$ cat config.mk
export PLATFORM = sky130hd
export DESIGN_NAME = memwb_skid_stage
export DESIGN_NICKNAME = d
export VERILOG_FILES = /design/src/rtl/pipe_pkg.sv /design/src/rtl/sat_counter.sv /design/src/rtl/memwb_skid_stage.sv
export SDC_FILE = /design/constraint.sdc
export NUM_CORES = 1
export LEC_CHECK = 0
export ABC_CLOCK_PERIOD_IN_PS = 2510
export CORE_AREA = 2 2 181 183
export DETAILED_ROUTE_END_ITERATION = 8
export DIE_AREA = 0 0 183 185
export DONT_BUFFER_PORTS = 1
export PLACE_DENSITY = 0.44
export SLEW_MARGIN = 15
export SYNTH_ARGS = -nofsm -noshare
export SYNTH_HDL_FRONTEND = slang
export SYNTH_SLANG_ARGS = --single-unit
$ cat constraint.sdc
create_clock -name clk -period 2.51 [get_ports clk]
set_input_delay 0.502 -clock clk [delete_from_list [all_inputs] [get_ports clk]]
set_output_delay 0.502 -clock clk [all_outputs]
set_load 0.02 [all_outputs]
$ cat src/rtl/pipe_pkg.sv
// Shared definitions for the pipeline stages.
//   XLEN_DEF / REG_AW_DEF : default datapath and register-address widths
//   skid_state_e          : occupancy of a two-entry skid stage, encoded as
//                           {skid_valid, main_valid}
package pipe_pkg;
   localparam int XLEN_DEF   = 32;
   localparam int REG_AW_DEF = 5;

   typedef enum logic [1:0] {
      EMPTY = 2'b00,
      ONE   = 2'b01,
      FULL  = 2'b11
   } skid_state_e;
endpackage

$ cat src/rtl/sat_counter.sv
// Saturating up-counter.
//   clk, rstn : clock, async active-low reset (clears count)
//   inc       : add one this cycle unless already at all-ones
//   cnt       : current count
module sat_counter #(
   parameter int W = 16
) (
   input  logic         clk,
   input  logic         rstn,
   input  logic         inc,
   output logic [W-1:0] cnt
);
   logic [W-1:0] cnt_q, cnt_d;

   always_comb begin
      cnt_d = cnt_q;
      if (inc && (cnt_q != '1)) cnt_d = cnt_q + W'(1);
   end

   always_ff @(posedge clk or negedge rstn) begin
      if (!rstn) cnt_q <= '0;
      else       cnt_q <= cnt_d;
   end

   assign cnt = cnt_q;
endmodule

$ cat src/rtl/memwb_skid_stage.sv
// MEM/WB pipeline stage with a two-entry skid buffer.
//   clk, rstn        : clock, async active-low reset
//   flush            : synchronous squash of both entries (data kept)
//   in_*             : payload from the MEM stage, valid/ready handshake
//   out_*            : head entry towards the register-file write port;
//                      out_wb_data selects load data or ALU result
//   stall_cnt        : saturating count of back-pressured cycles
// in_ready is a flop output (!skid_valid), so out_ready never reaches it
// combinationally; the skid entry absorbs the one payload launched while
// in_ready is still high.
module memwb_skid_stage
   import pipe_pkg::*;
#(
   parameter int XLEN   = XLEN_DEF,
   parameter int REG_AW = REG_AW_DEF,
   parameter int CNT_W  = 16
) (
   input  logic              clk,
   input  logic              rstn,
   input  logic              flush,
   input  logic              in_valid,
   output logic              in_ready,
   input  logic              in_wb_en,
   input  logic              in_mem_r_en,
   input  logic [REG_AW-1:0] in_dest,
   input  logic [XLEN-1:0]   in_alu_res,
   input  logic [XLEN-1:0]   in_mem_rdata,
   output logic              out_valid,
   input  logic              out_ready,
   output logic              out_wb_en,
   output logic [REG_AW-1:0] out_dest,
   output logic [XLEN-1:0]   out_wb_data,
   output logic [CNT_W-1:0]  stall_cnt
);
   typedef struct packed {
      logic              wb_en;
      logic              mem_r_en;
      logic [REG_AW-1:0] dest;
      logic [XLEN-1:0]   alu_res;
      logic [XLEN-1:0]   mem_rdata;
   } payload_t;

   payload_t    main_q, main_d, skid_q, skid_d, cap;
   logic        main_vld_q, main_vld_d, skid_vld_q, skid_vld_d;
   logic        acc, fire;
   skid_state_e state;

   assign state = skid_state_e'({skid_vld_q, main_vld_q});

   assign in_ready = !skid_vld_q;
   assign acc      = in_valid && in_ready;
   assign fire     = main_vld_q && out_ready;

   // Writes to x0 are dropped here so the write port never sees them.
   always_comb begin
      cap           = '0;
      cap.wb_en     = in_wb_en && (in_dest != '0);
      cap.mem_r_en  = in_mem_r_en;
      cap.dest      = in_dest;
      cap.alu_res   = in_alu_res;
      cap.mem_rdata = in_mem_rdata;
   end

   always_comb begin
      main_d     = main_q;
      skid_d     = skid_q;
      main_vld_d = main_vld_q;
      skid_vld_d = skid_vld_q;
      if (flush) begin
         main_vld_d = 1'b0;
         skid_vld_d = 1'b0;
      end else begin
         case (state)
            EMPTY: if (acc) begin
               main_d     = cap;
               main_vld_d = 1'b1;
            end
            ONE: begin
               if (acc && fire) main_d = cap;
               else if (acc) begin
                  skid_d     = cap;
                  skid_vld_d = 1'b1;
               end else if (fire) main_vld_d = 1'b0;
            end
            FULL: if (fire) begin
               main_d     = skid_q;
               skid_vld_d = 1'b0;
            end
            default: ;
         endcase
      end
   end

   always_ff @(posedge clk or negedge rstn) begin
      if (!rstn) begin
         main_q     <= '0;
         skid_q     <= '0;
         main_vld_q <= 1'b0;
         skid_vld_q <= 1'b0;
      end else begin
         main_q     <= main_d;
         skid_q     <= skid_d;
         main_vld_q <= main_vld_d;
         skid_vld_q <= skid_vld_d;
      end
   end

   assign out_valid   = main_vld_q;
   assign out_wb_en   = main_vld_q && main_q.wb_en;
   assign out_dest    = main_q.dest;
   assign out_wb_data = main_q.mem_r_en ? main_q.mem_rdata : main_q.alu_res;

   sat_counter #(.W(CNT_W)) u_stall_cnt (
      .clk  (clk),
      .rstn (rstn),
      .inc  (main_vld_q && !out_ready && !flush),
      .cnt  (stall_cnt)
   );

   // The skid entry is only ever filled behind a valid main entry.
   a_state_legal: assert property (@(posedge clk) disable iff (!rstn)
      state inside {EMPTY, ONE, FULL});
endmodule
Yosys cells after proc, flatten, opt, wreduce, memory -nomap -nowiden
Cells that the tools add are included.
- word-level logic and storage cells: 62
- bits of input ports: 76
- bits in registers: 160
- output and inout port bits: 56
- add/subtract/negate cells: 1
- muxes and demuxes: 14
- bitwise logic cells: 2
- equality and inequality tests: 12
- reduce and logical (&&, ||, !) cells: 20
- operators with widths (operator ; number):
    2-to-1 mux 71 bit ; 3
    case mux 71 bit (3 select lines) ; 1
    2-to-1 mux 32 bit ; 1
    != test 3 bit (second input constant) ; 6
    adder 16 x 1 -> 16 bit (second input constant) ; 1
    != test 16 bit (second input constant) ; 1
    AND reduction 5 bit ; 2
    nonzero test 3 bit ; 3
    logical AND 1 bit ; 8
    AND reduction 4 bit ; 2
    2-to-1 mux 1 bit ; 7
    != test 2 bit (second input constant) ; 3
    nonzero test 5 bit ; 1
    case mux 1 bit (2 select lines) ; 2
    logical NOT 1 bit ; 3
    == test 2 x 1 -> 1 bit (second input constant) ; 1
    == test 2 bit (second input constant) ; 1
    logical NOT 2 bit ; 1
    NOT 1 bit ; 2

Longest topological paths before layout
Gate-level depths: netlist of run 1.
- depth after elaboration: 6
- gate-level depth with buffers: 7

By module
Synthesis of run 1 repeated with hierarchy kept, for this count alone.
- cell total of the unflattened synthesis: 516
- area total of the unflattened synthesis: 7568.5 um^2
- modules (own cells, without submodules) (module ; times used ; cells each ; area an instance (um^2) ; sequential area each (um^2)):
    memwb_skid_stage ; 1 ; 439 ; 6683.9 ; 3603.5
    sat_counter ; 1 ; 77 ; 884.6 ; 400.4

Least setup slack after synthesis of run 1
No wires, ideal clock.
- path kind: reg2reg
- from: reg u_stall_cnt.cnt_q[0], in the netlist u_stall_cnt.cnt[0]
- to: reg u_stall_cnt.cnt_q[1], in the netlist u_stall_cnt.cnt[1]
- stages on the path, launching flop included: 6
- slack: 608 ps
- data required time: 2382 ps
- setup time: 128 ps
- arrival: 1775 ps
- cells stage by stage: dfrtp_1 -> ha_1 -> nand4_1 -> nor4_4 -> nor2_2 -> mux2_1
- word-level cells in the longest chain between the ends: 2
- RTL lines (what ; line ; RTL):
    from (decl) ; sat_counter.sv:13 ; logic [W-1:0] cnt_q, cnt_d;
    from (signal assigned) ; sat_counter.sv:22 ; else cnt_q <= cnt_d;
    parallel branches: the longest is 2 deep, another holds adder 16 x 1 -> 16 bit ; - ;
Parallel ways; which one is timed is not known.
A chain may end at the register's enable or synchronous reset.

Worst setup path in the final report of run 1
Same ends and word-level chain as after synthesis.

==> results.sh, run 1 <==
export IMPL_dieArea_mm2=0.0339
export IMPL_grt_max_degree=161
export IMPL_avgSynthCellArea_um2=12.2
export IMPL_hold_path_class="in -> async"
export IMPL_num_fill_cells=3364
export IMPL_start_kind="register"
export IMPL_dr_pass1_iters=4
export IMPL_synth_most_common_cell="dfrtp_1"
export IMPL_diodes=0
export IMPL_slew_headroom=0.563
export IMPL_insertion_delay_ns=0.44
export IMPL_gp_congestion=0.655
export IMPL_routed_via_count=4291
export IMPL_grt_first_pass_wirelength_um=26200
export IMPL_p_leak_uw=0.00384
export IMPL_synth_simple_area_share=0.0810
export IMPL_slowest_stage="nor4_4"
export IMPL_die_w_um=183
export IMPL_drc=0
export IMPL_fin_nets=657
export IMPL_clockBufferDepth=2
export IMPL_ys_async_sr_fraction=1.00
export IMPL_seq_area_frac_synth=0.555
export IMPL_crit_fanout=9
export IMPL_cts_root_buffer="clkbuf_16"
export IMPL_synth_warnings=0
export IMPL_synth_top_area_share=0.555
export IMPL_min_period_ns=2.15
export IMPL_slowest_delay_ns=0.62
export IMPL_power_density_mw_per_mm2=910
export IMPL_synthesis_nets=670
export IMPL_clock_fmax_ghz=0.465
export IMPL_cp_required_ns=2.83
export IMPL_worst_pin_slew_ns=0.648
export IMPL_numPortBuffers=0
export IMPL_rsz0062_at_grt="no"
export IMPL_violations="negative hold slack"
export IMPL_crit_arrival_ns=2.47
export IMPL_drv_slew=0
export IMPL_status="finished with violations"
export IMPL_layout_drive_gt1_share=0.251
export IMPL_numCtsBuffers=17
export IMPL_mappedNetlistArea_mm2=0.00722
export IMPL_cts_tree="done"
export IMPL_critPathCaptureType="register"
export IMPL_synth_xor_area_frac=0.0170
export IMPL_synth_cell_type_count=39
export IMPL_tns_ns=0
export IMPL_post_cts_buffers=0
export IMPL_grt_overflow=0
export IMPL_htree_levels=4
export IMPL_crit_chain="ha_1 > nand4_1 > nor4_4 > nor2_2 > mux2_1"
export IMPL_antenna_left=0
export IMPL_synth_edff_count=0
export IMPL_die_h_um=185
export IMPL_synth_top_cell_by_area="dfrtp_1"
export IMPL_rrSetupSlack_ns=0.36
export IMPL_skew_ns=0.00854
export IMPL_synthAdderAreaFrac=0.00173
export IMPL_rows=66
export IMPL_grtUsageTotal=0.104
export IMPL_max_cap_viol_count=0
export IMPL_synth_top_family_by_area="multiplexers"
export IMPL_cts_sinks=160
export IMPL_hold_viol=160
export IMPL_antenna_found_initial=0
export IMPL_setup_ws_ns=0.359
export IMPL_viasPerCell=4.29
export IMPL_syn2layout_area_growth_pct=14.3
export IMPL_ys_seq_elements=160
export IMPL_start_util=0.225
export IMPL_path_clk_slew_ns=0.07
export IMPL_cp_top_family="simple AND/OR/NAND/NOR gates"
export IMPL_synthTopCellsByCount="dfrtp_1 (160), mux2_2 (102), nor2_1 (76)"
export IMPL_ys_flop_type="dfrtp_1"
export IMPL_drtIter0Drc=176
export IMPL_netlist_top_cells_area="dfrtp_1 (55%), mux2_2 (16%), mux2i_1 (9.7%)"
export IMPL_design_core_area_mm2=0.0320
export IMPL_crit_buf_inv=0
export IMPL_pre_cts_slack_ns=0.357
export IMPL_grt_pass1_vias=4350
export IMPL_synth_compound_gate_area_share=0.0569
export IMPL_synth_mux_area_frac=0.258
export IMPL_fin_crit_sh=0.857
export IMPL_hpwl_um=10300
export IMPL_setup_viol=0
export IMPL_synth_cells=593
export IMPL_pin_count=132
export IMPL_critical_path_class="reg -> reg"
export IMPL_wl_per_cell_um=16.7
export IMPL_drt_wl_total_um=16700
export IMPL_hold_ws_ns=-0.238
export IMPL_ir_drop_uv=434
export IMPL_cts_repair_resize_count=0
metrics by stage:
| step | power [uW] | area [um2] | instances | util | hold slack (ns) |
|---|---|---|---|---|---|
| 4_1_cts | 7670 | 8250 | 1001 | 0.257 | -0.280 |
| 5_1_grt | 7940 | 8250 | 1001 | 0.257 | -0.278 |
| 3_5_place_dp | 4930 | 7660 | 969 | 0.239 | 0.212 |
| 3_3_place_gp | 4900 | 7660 | 969 | 0.239 | 0.212 |
| 2_1_floorplan | 4660 | 7220 | 593 | - | 0.206 |
| 6_report | 7500 | 8250 | 1001 | 0.257 | -0.238 |
path summary, 6_finish.rpt:
path,from,to,cells after the start
setup / recovery,u_stall_cnt.cnt[0]$_DFFE_PN0P_,u_stall_cnt.cnt[1]$_DFFE_PN0P_,5
hold / removal,rstn,skid_q[22]$_DFFE_PN0P_,0
setup reg to reg,u_stall_cnt.cnt[0]$_DFFE_PN0P_,u_stall_cnt.cnt[1]$_DFFE_PN0P_,5
hold reg to reg,skid_q[70]$_DFFE_PN0P_,skid_q[70]$_DFFE_PN0P_,2
max in group asynchronous,rstn,skid_q[9]$_DFFE_PN0P_,0
min in group clk,flush,out_valid$_DFFE_PN0P_,1
logic make-up (layout without fill, tap and decap cells):
kind of cell,Yosys count,in the layout
adder cells (fa/ha/maj),1,1
multiplexers,173,173
AO/OA/AOI/OAI,79,79
buffers and inverters,44,44
AND/OR/NAND/NOR,122,122
flip-flops,160,160
XOR/XNOR,14,14
state kept, by name, summed over array words and instances, names as in the netlist:
| name | flops |
|---|---|
| main_q | 66 |
| out_dest | 5 |
| out_valid | 1 |
| skid_q | 71 |
| skid_vld_q | 1 |
| u_stall_cnt.cnt | 16 |
placed cells by master (no fill, tap or decap), drive strengths merged, types with 8 or more instances in the layout:
master / instances
dfrtp: 160
buf: 9
nor2: 77
mux2i: 70
mux2: 103
xor2: 12
clkbuf: 21
a21oi: 72
nor3: 8
nand2: 10
layer usage:
metal,share of wire,global-route usage
met1,0.47,0.133
met2,0.45,0.153
met3,0.072,0.0486
met4,0.014,0.0365
met5,0,0
power by group:
part	internal, uW	switching, uW
Sequential	3170	373
Combinational	618	682
Clock	1500	1150
cell type report:
| type | count | area [um2] | area share |
|---|---|---|---|
| clock buffers | 21 | 450 | 0.0546 |
| well taps | 408 | 510 | 0.0619 |
| clock inverters | 11 | 134 | 0.0162 |
| flip-flops and latches | 160 | 4010 | 0.486 |
| multi-input cells | 389 | 3020 | 0.366 |
| repair buffers | 9 | 118 | 0.0143 |
| inverters | 3 | 11.3 | 0.00137 |
(Power assumes the default switching activity.)
==> run 2, diff against run 1 <==
Settings changed: CELL_PAD_IN_SITES_DETAIL_PLACEMENT set to 0, CELL_PAD_IN_SITES_GLOBAL_PLACEMENT set to 1, PLACE_DENSITY 0.44 to 0.5.
==> results.sh, run 2 (synthesized netlist as in run 1, its figures left out) <==
export IMPL_status="finished with violations"
export IMPL_violations="negative hold slack"
export IMPL_max_cap_viol_count=0
export IMPL_grt_overflow=0
export IMPL_skew_ns=0.00988
export IMPL_dieArea_mm2=0.0339
export IMPL_critical_path_class="reg -> out"
export IMPL_setup_viol=0
export IMPL_cts_root_buffer="clkbuf_16"
export IMPL_die_h_um=185
export IMPL_pwr_share_clk=0.367
export IMPL_insertion_delay_ns=0.43
export IMPL_antenna_found_initial=0
export IMPL_hold_ws_ns=-0.236
export IMPL_layout_commonest_cell="dfrtp_1"
export IMPL_setup_ws_ns=0.312
export IMPL_num_fill_cells=3352
export IMPL_clock_fmax_ghz=0.455
export IMPL_worst_pin_slew_ns=0.662
export IMPL_path_clk_slew_ns=0.07
export IMPL_hold_viol=160
export IMPL_cts_tree="done"
export IMPL_start_util=0.225
export IMPL_mostFrequentLayoutCells="dfrtp_1 (159), mux2_2 (102), nor2_1 (76)"
export IMPL_drv_slew=0
export IMPL_post_cts_buffers=0
export IMPL_power_uw=7700
export IMPL_syn2layout_area_growth_pct=15.3
export IMPL_p_comb_frac=0.169
export IMPL_crit_reg2reg_capture="u_stall_cnt.cnt[1]$_DFFE_PN0P_"
export IMPL_ir_drop_uv=414
export IMPL_rows=66
export IMPL_reg2reg_depth=5
export IMPL_numPortBuffers=0
export IMPL_min_period_ns=2.20
export IMPL_viasPerCell=4.33
export IMPL_drtIter0Drc=168
export IMPL_die_w_um=183
export IMPL_cp_required_ns=2.01
export IMPL_rsz0062_at_grt="no"
export IMPL_p_int_uw=5440
export IMPL_fin_crit_sh=0.876
export IMPL_crit_fanout=24
export IMPL_grt_pass1_vias=4684
export IMPL_reg2reg_from="u_stall_cnt.cnt[0]$_DFFE_PN0P_"
export IMPL_crit_arrival_ns=1.70
export IMPL_cts_sinks=160
export IMPL_start_kind="register"
export IMPL_p_leak_uw=0.00389
export IMPL_largest_reg_flops=71
export IMPL_routed_via_count=4333
export IMPL_htree_levels=4
export IMPL_drt_wl_total_um=17000
export IMPL_gp_congestion=0.748
export IMPL_clockBufferDepth=2
export IMPL_seq_power_share=0.465
export IMPL_power_density_mw_per_mm2=926
export IMPL_slew_headroom=0.559
export IMPL_design_core_area_mm2=0.0320
export IMPL_largest_register="skid_q"
export IMPL_power_switching_uw=2270
export IMPL_drc=0
export IMPL_grtUsageTotal=0.107
export IMPL_pre_cts_slack_ns=0.346
export IMPL_wl_per_cell_um=17.0
export IMPL_fin_nets=657
export IMPL_diodes=0
export IMPL_layout_drive_gt1_share=0.256
export IMPL_tns_ns=0
export IMPL_grt_first_pass_wirelength_um=27500
export IMPL_antenna_left=0
export IMPL_pin_count=132
export IMPL_grt_max_degree=161
export IMPL_p_sw_frac=0.294
export IMPL_dr_pass1_iters=4
export IMPL_hpwl_um=10900
export IMPL_critPathCaptureType="output port"
export IMPL_hold_path_class="in -> async"
export IMPL_rrSetupSlack_ns=0.33
export IMPL_numCtsBuffers=17
-- run 2: final cells by class --
type	instances	area, um2	share of cell area
flip-flops and latches	160	4010	0.481
clock inverters	14	195	0.0235
repair buffers	9	143	0.0171
clock buffers	18	439	0.0528
well taps	408	510	0.0613
multi-input cells	389	3020	0.363
inverters	3	11.3	0.00135
-- run 2: routing by layer --
metal | part of all wire | vias to the layer above | wire length (um) | GRT usage
met5 | 0 | - | 0 | 0
met4 | 0.012 | 0 | 212 | 0.0346
met3 | 0.060 | 9 | 1030 | 0.0448
met2 | 0.50 | 85 | 8420 | 0.178
met1 | 0.43 | 2168 | 7320 | 0.126
li1 | - | 2071 | - | -
-- run 2: through the flow --
| stage | utilization | hold WS, ns | cell area, um2 | cells |
|---|---|---|---|---|
| after floorplan | - | 0.206 | 7220 | 593 |
| after global placement | 0.240 | 0.210 | 7690 | 969 |
| after detailed placement | 0.240 | 0.210 | 7690 | 969 |
| after CTS | 0.260 | -0.278 | 8320 | 1001 |
| after global routing | 0.260 | -0.279 | 8320 | 1001 |
| final | 0.260 | -0.236 | 8320 | 1001 |
-- run 2: how the worst max path moves through the flow --
| stage | start | end | slack [ns] | cells past startpoint |
|---|---|---|---|---|
| 2_1_floorplan | u_stall_cnt.cnt[0]$_DFFE_PN0P_ | u_stall_cnt.cnt[1]$_DFFE_PN0P_ | 0.61 | 5 |
| 3_3_place_gp | u_stall_cnt.cnt[0]$_DFFE_PN0P_ | u_stall_cnt.cnt[1]$_DFFE_PN0P_ | 0.46 | 5 |
| 3_5_place_dp | u_stall_cnt.cnt[0]$_DFFE_PN0P_ | u_stall_cnt.cnt[1]$_DFFE_PN0P_ | 0.35 | 5 |
| 4_1_cts | main_q[69]$_DFFE_PN0P_ | out_wb_data[31] | 0.23 | 2 |
| 5_1_grt | u_stall_cnt.cnt[0]$_DFFE_PN0P_ | u_stall_cnt.cnt[1]$_DFFE_PN0P_ | 0.20 | 5 |
| 6_report | main_q[69]$_DFFE_PN0P_ | out_wb_data[31] | 0.31 | 2 |
-- run 2: timing repair --
| action | in CTS | in global routing |
|---|---|---|
| endpoints found under the setup margin | 0 | 0 |
| endpoints found under the hold margin | 160 | 160 |
| gates resized for setup | 0 | 0 |
-- run 2: power by group through the flow --
stage	registers [uW]	logic (uW)	clock network [uW]
floorplan	3480	1180	0
detailed placement	3630	1330	0
global route	3670	1450	3070
global placement	3610	1300	0
finish	3580	1300	2820
CTS	3580	1340	2970
-- run 2: critical path: stages (launching register included) --
cell and delay [ns]:
dfrtp_2 0.56, buf_12 0.26, mux2_2 0.43
==> run 3, diff against run 2 <==
==> constraint.sdc (replaced) <==
create_clock -name clk -period 2.51 [get_ports clk]
set_input_delay 0.6275 -clock clk [delete_from_list [all_inputs] [get_ports clk]]
set_output_delay 0.6275 -clock clk [all_outputs]
set_load 0.02 [all_outputs]
==> results.sh, run 3 (synthesized netlist as in run 1, its figures left out) <==
export IMPL_max_cap_viol_count=0
export IMPL_crit_fanout=24
export IMPL_mostFrequentLayoutCells="dfrtp_1 (159), mux2_2 (102), nor2_1 (76)"
export IMPL_die_h_um=185
export IMPL_seq_area_mm2=0.00401
export IMPL_critical_path_class="reg -> out"
export IMPL_hold_path_class="in -> async"
export IMPL_hpwl_um=11200
export IMPL_grtUsageTotal=0.107
export IMPL_routed_via_count=4416
export IMPL_hold_ws_ns=-0.116
export IMPL_cts_root_buffer="clkbuf_16"
export IMPL_numPortBuffers=0
export IMPL_cts_repair_resize_count=0
export IMPL_layout_commonest_cell="dfrtp_1"
export IMPL_fin_nets=656
export IMPL_dr_pass1_iters=4
export IMPL_critPathCaptureType="output port"
export IMPL_antenna_left=0
export IMPL_rows=66
export IMPL_cts_sinks=160
export IMPL_ir_drop_uv=422
export IMPL_start_util=0.225
export IMPL_design_core_area_mm2=0.0320
export IMPL_crit_arrival_ns=1.71
export IMPL_drtIter0Drc=169
export IMPL_postPlaceCellArea_mm2=0.00767
export IMPL_layout_drive_gt1_share=0.255
export IMPL_syn2layout_area_growth_pct=14.9
export IMPL_largest_reg_flops=71
export IMPL_worst_pin_slew_ns=0.633
export IMPL_antenna_found_initial=0
export IMPL_tns_ns=0
export IMPL_start_kind="register"
export IMPL_insertion_delay_ns=0.44
export IMPL_dp_cells=968
export IMPL_min_period_ns=2.33
export IMPL_drv_slew=0
export IMPL_design_area_mm2=0.00829
export IMPL_htree_levels=4
export IMPL_clock_fmax_ghz=0.428
export IMPL_die_w_um=183
export IMPL_skew_ns=0.0123
export IMPL_viasPerCell=4.42
export IMPL_clockBufferDepth=2
export IMPL_setup_viol=0
export IMPL_dieArea_mm2=0.0339
export IMPL_grt_first_pass_wirelength_um=27300
export IMPL_largest_register="skid_q"
export IMPL_diodes=0
export IMPL_multi_input_area_mm2=0.00302
export IMPL_num_fill_cells=3344
export IMPL_fin_crit_sh=0.930
export IMPL_cts_tree="done"
export IMPL_drc=0
export IMPL_hold_viol=160
export IMPL_rsz0062_at_grt="no"
export IMPL_status="finished with violations"
export IMPL_post_cts_buffers=0
export IMPL_path_clk_slew_ns=0.08
export IMPL_slew_headroom=0.578
export IMPL_stdcell_count=1000
export IMPL_rrSetupSlack_ns=0.35
export IMPL_gp_congestion=0.734
export IMPL_p_leak_uw=0.00388
export IMPL_cp_required_ns=1.88
export IMPL_grt_max_degree=161
export IMPL_reg2reg_from="u_stall_cnt.cnt[0]$_DFFE_PN0P_"
export IMPL_violations="negative hold slack"
export IMPL_wl_per_cell_um=17.3
export IMPL_numCtsBuffers=17
export IMPL_grt_pass1_vias=4554
export IMPL_reg2reg_depth=5
export IMPL_power_density_mw_per_mm2=925
export IMPL_grt_overflow=0
export IMPL_pin_count=132
export IMPL_crit_reg2reg_capture="u_stall_cnt.cnt[1]$_DFFE_PN0P_"
export IMPL_drt_wl_total_um=17300
==> run 3: cell types whose count changed in the layout (fill, tap and decap cells not counted), sizes merged <==
cell	before	now
buf	9	8
clkbuf	18	17
inv	10	11
==> run 3: layout make-up <==
type                    count  area share
clock buffers              17      0.0513
clock inverters            15      0.0236
inverters                   3     0.00136
multi-input cells         389       0.364
flip-flops and latches    160       0.483
well taps                 408      0.0616
repair buffers              8      0.0148
==> run 3: critical path: stages, from the launching register on <==
cell and delay [ns]:
dfrtp_2 0.56, buf_12 0.27, mux2_2 0.43
==> run 3: worst max path at each step <==
| stage | startpoint | end |
|---|---|---|
| 3_3_place_gp | in_dest[3] | main_q[70]$_DFFE_PN0P_ |
| 3_5_place_dp | u_stall_cnt.cnt[0]$_DFFE_PN0P_ | u_stall_cnt.cnt[1]$_DFFE_PN0P_ |
| 5_1_grt | main_q[69]$_DFFE_PN0P_ | out_wb_data[31] |
| 4_1_cts | main_q[69]$_DFFE_PN0P_ | out_wb_data[31] |
| 6_report | main_q[69]$_DFFE_PN0P_ | out_wb_data[31] |
| 2_1_floorplan | main_q[69]$_DFFE_PN0P_ | out_wb_data[10] |
==> run 3: layer usage <==
layer	global-route usage	vias up	routed length, um
li1	-	2060	-
met1	0.130	2239	7430
met2	0.171	96	8380
met3	0.0376	21	1100
met4	0.0454	0	352
met5	0	-	0
==> run 3: power by group <==
group / internal [uW] / switching (uW) / total (uW) / leakage (uW)
Combinational: 622 / 669 / 1290 / 0.00168
Clock: 1600 / 1190 / 2790 / 0.000303
Sequential: 3170 / 411 / 3590 / 0.00189
==> run 3: stage by stage <==
stage               total power, uW  setup WS [ns]  utilization
floorplan                      4660          0.600            -
global placement               4910          0.435        0.239
detailed placement             4960          0.364        0.239
CTS                            7850          0.102        0.259
global route                   8160         0.0823        0.259
finish                         7670          0.176        0.259
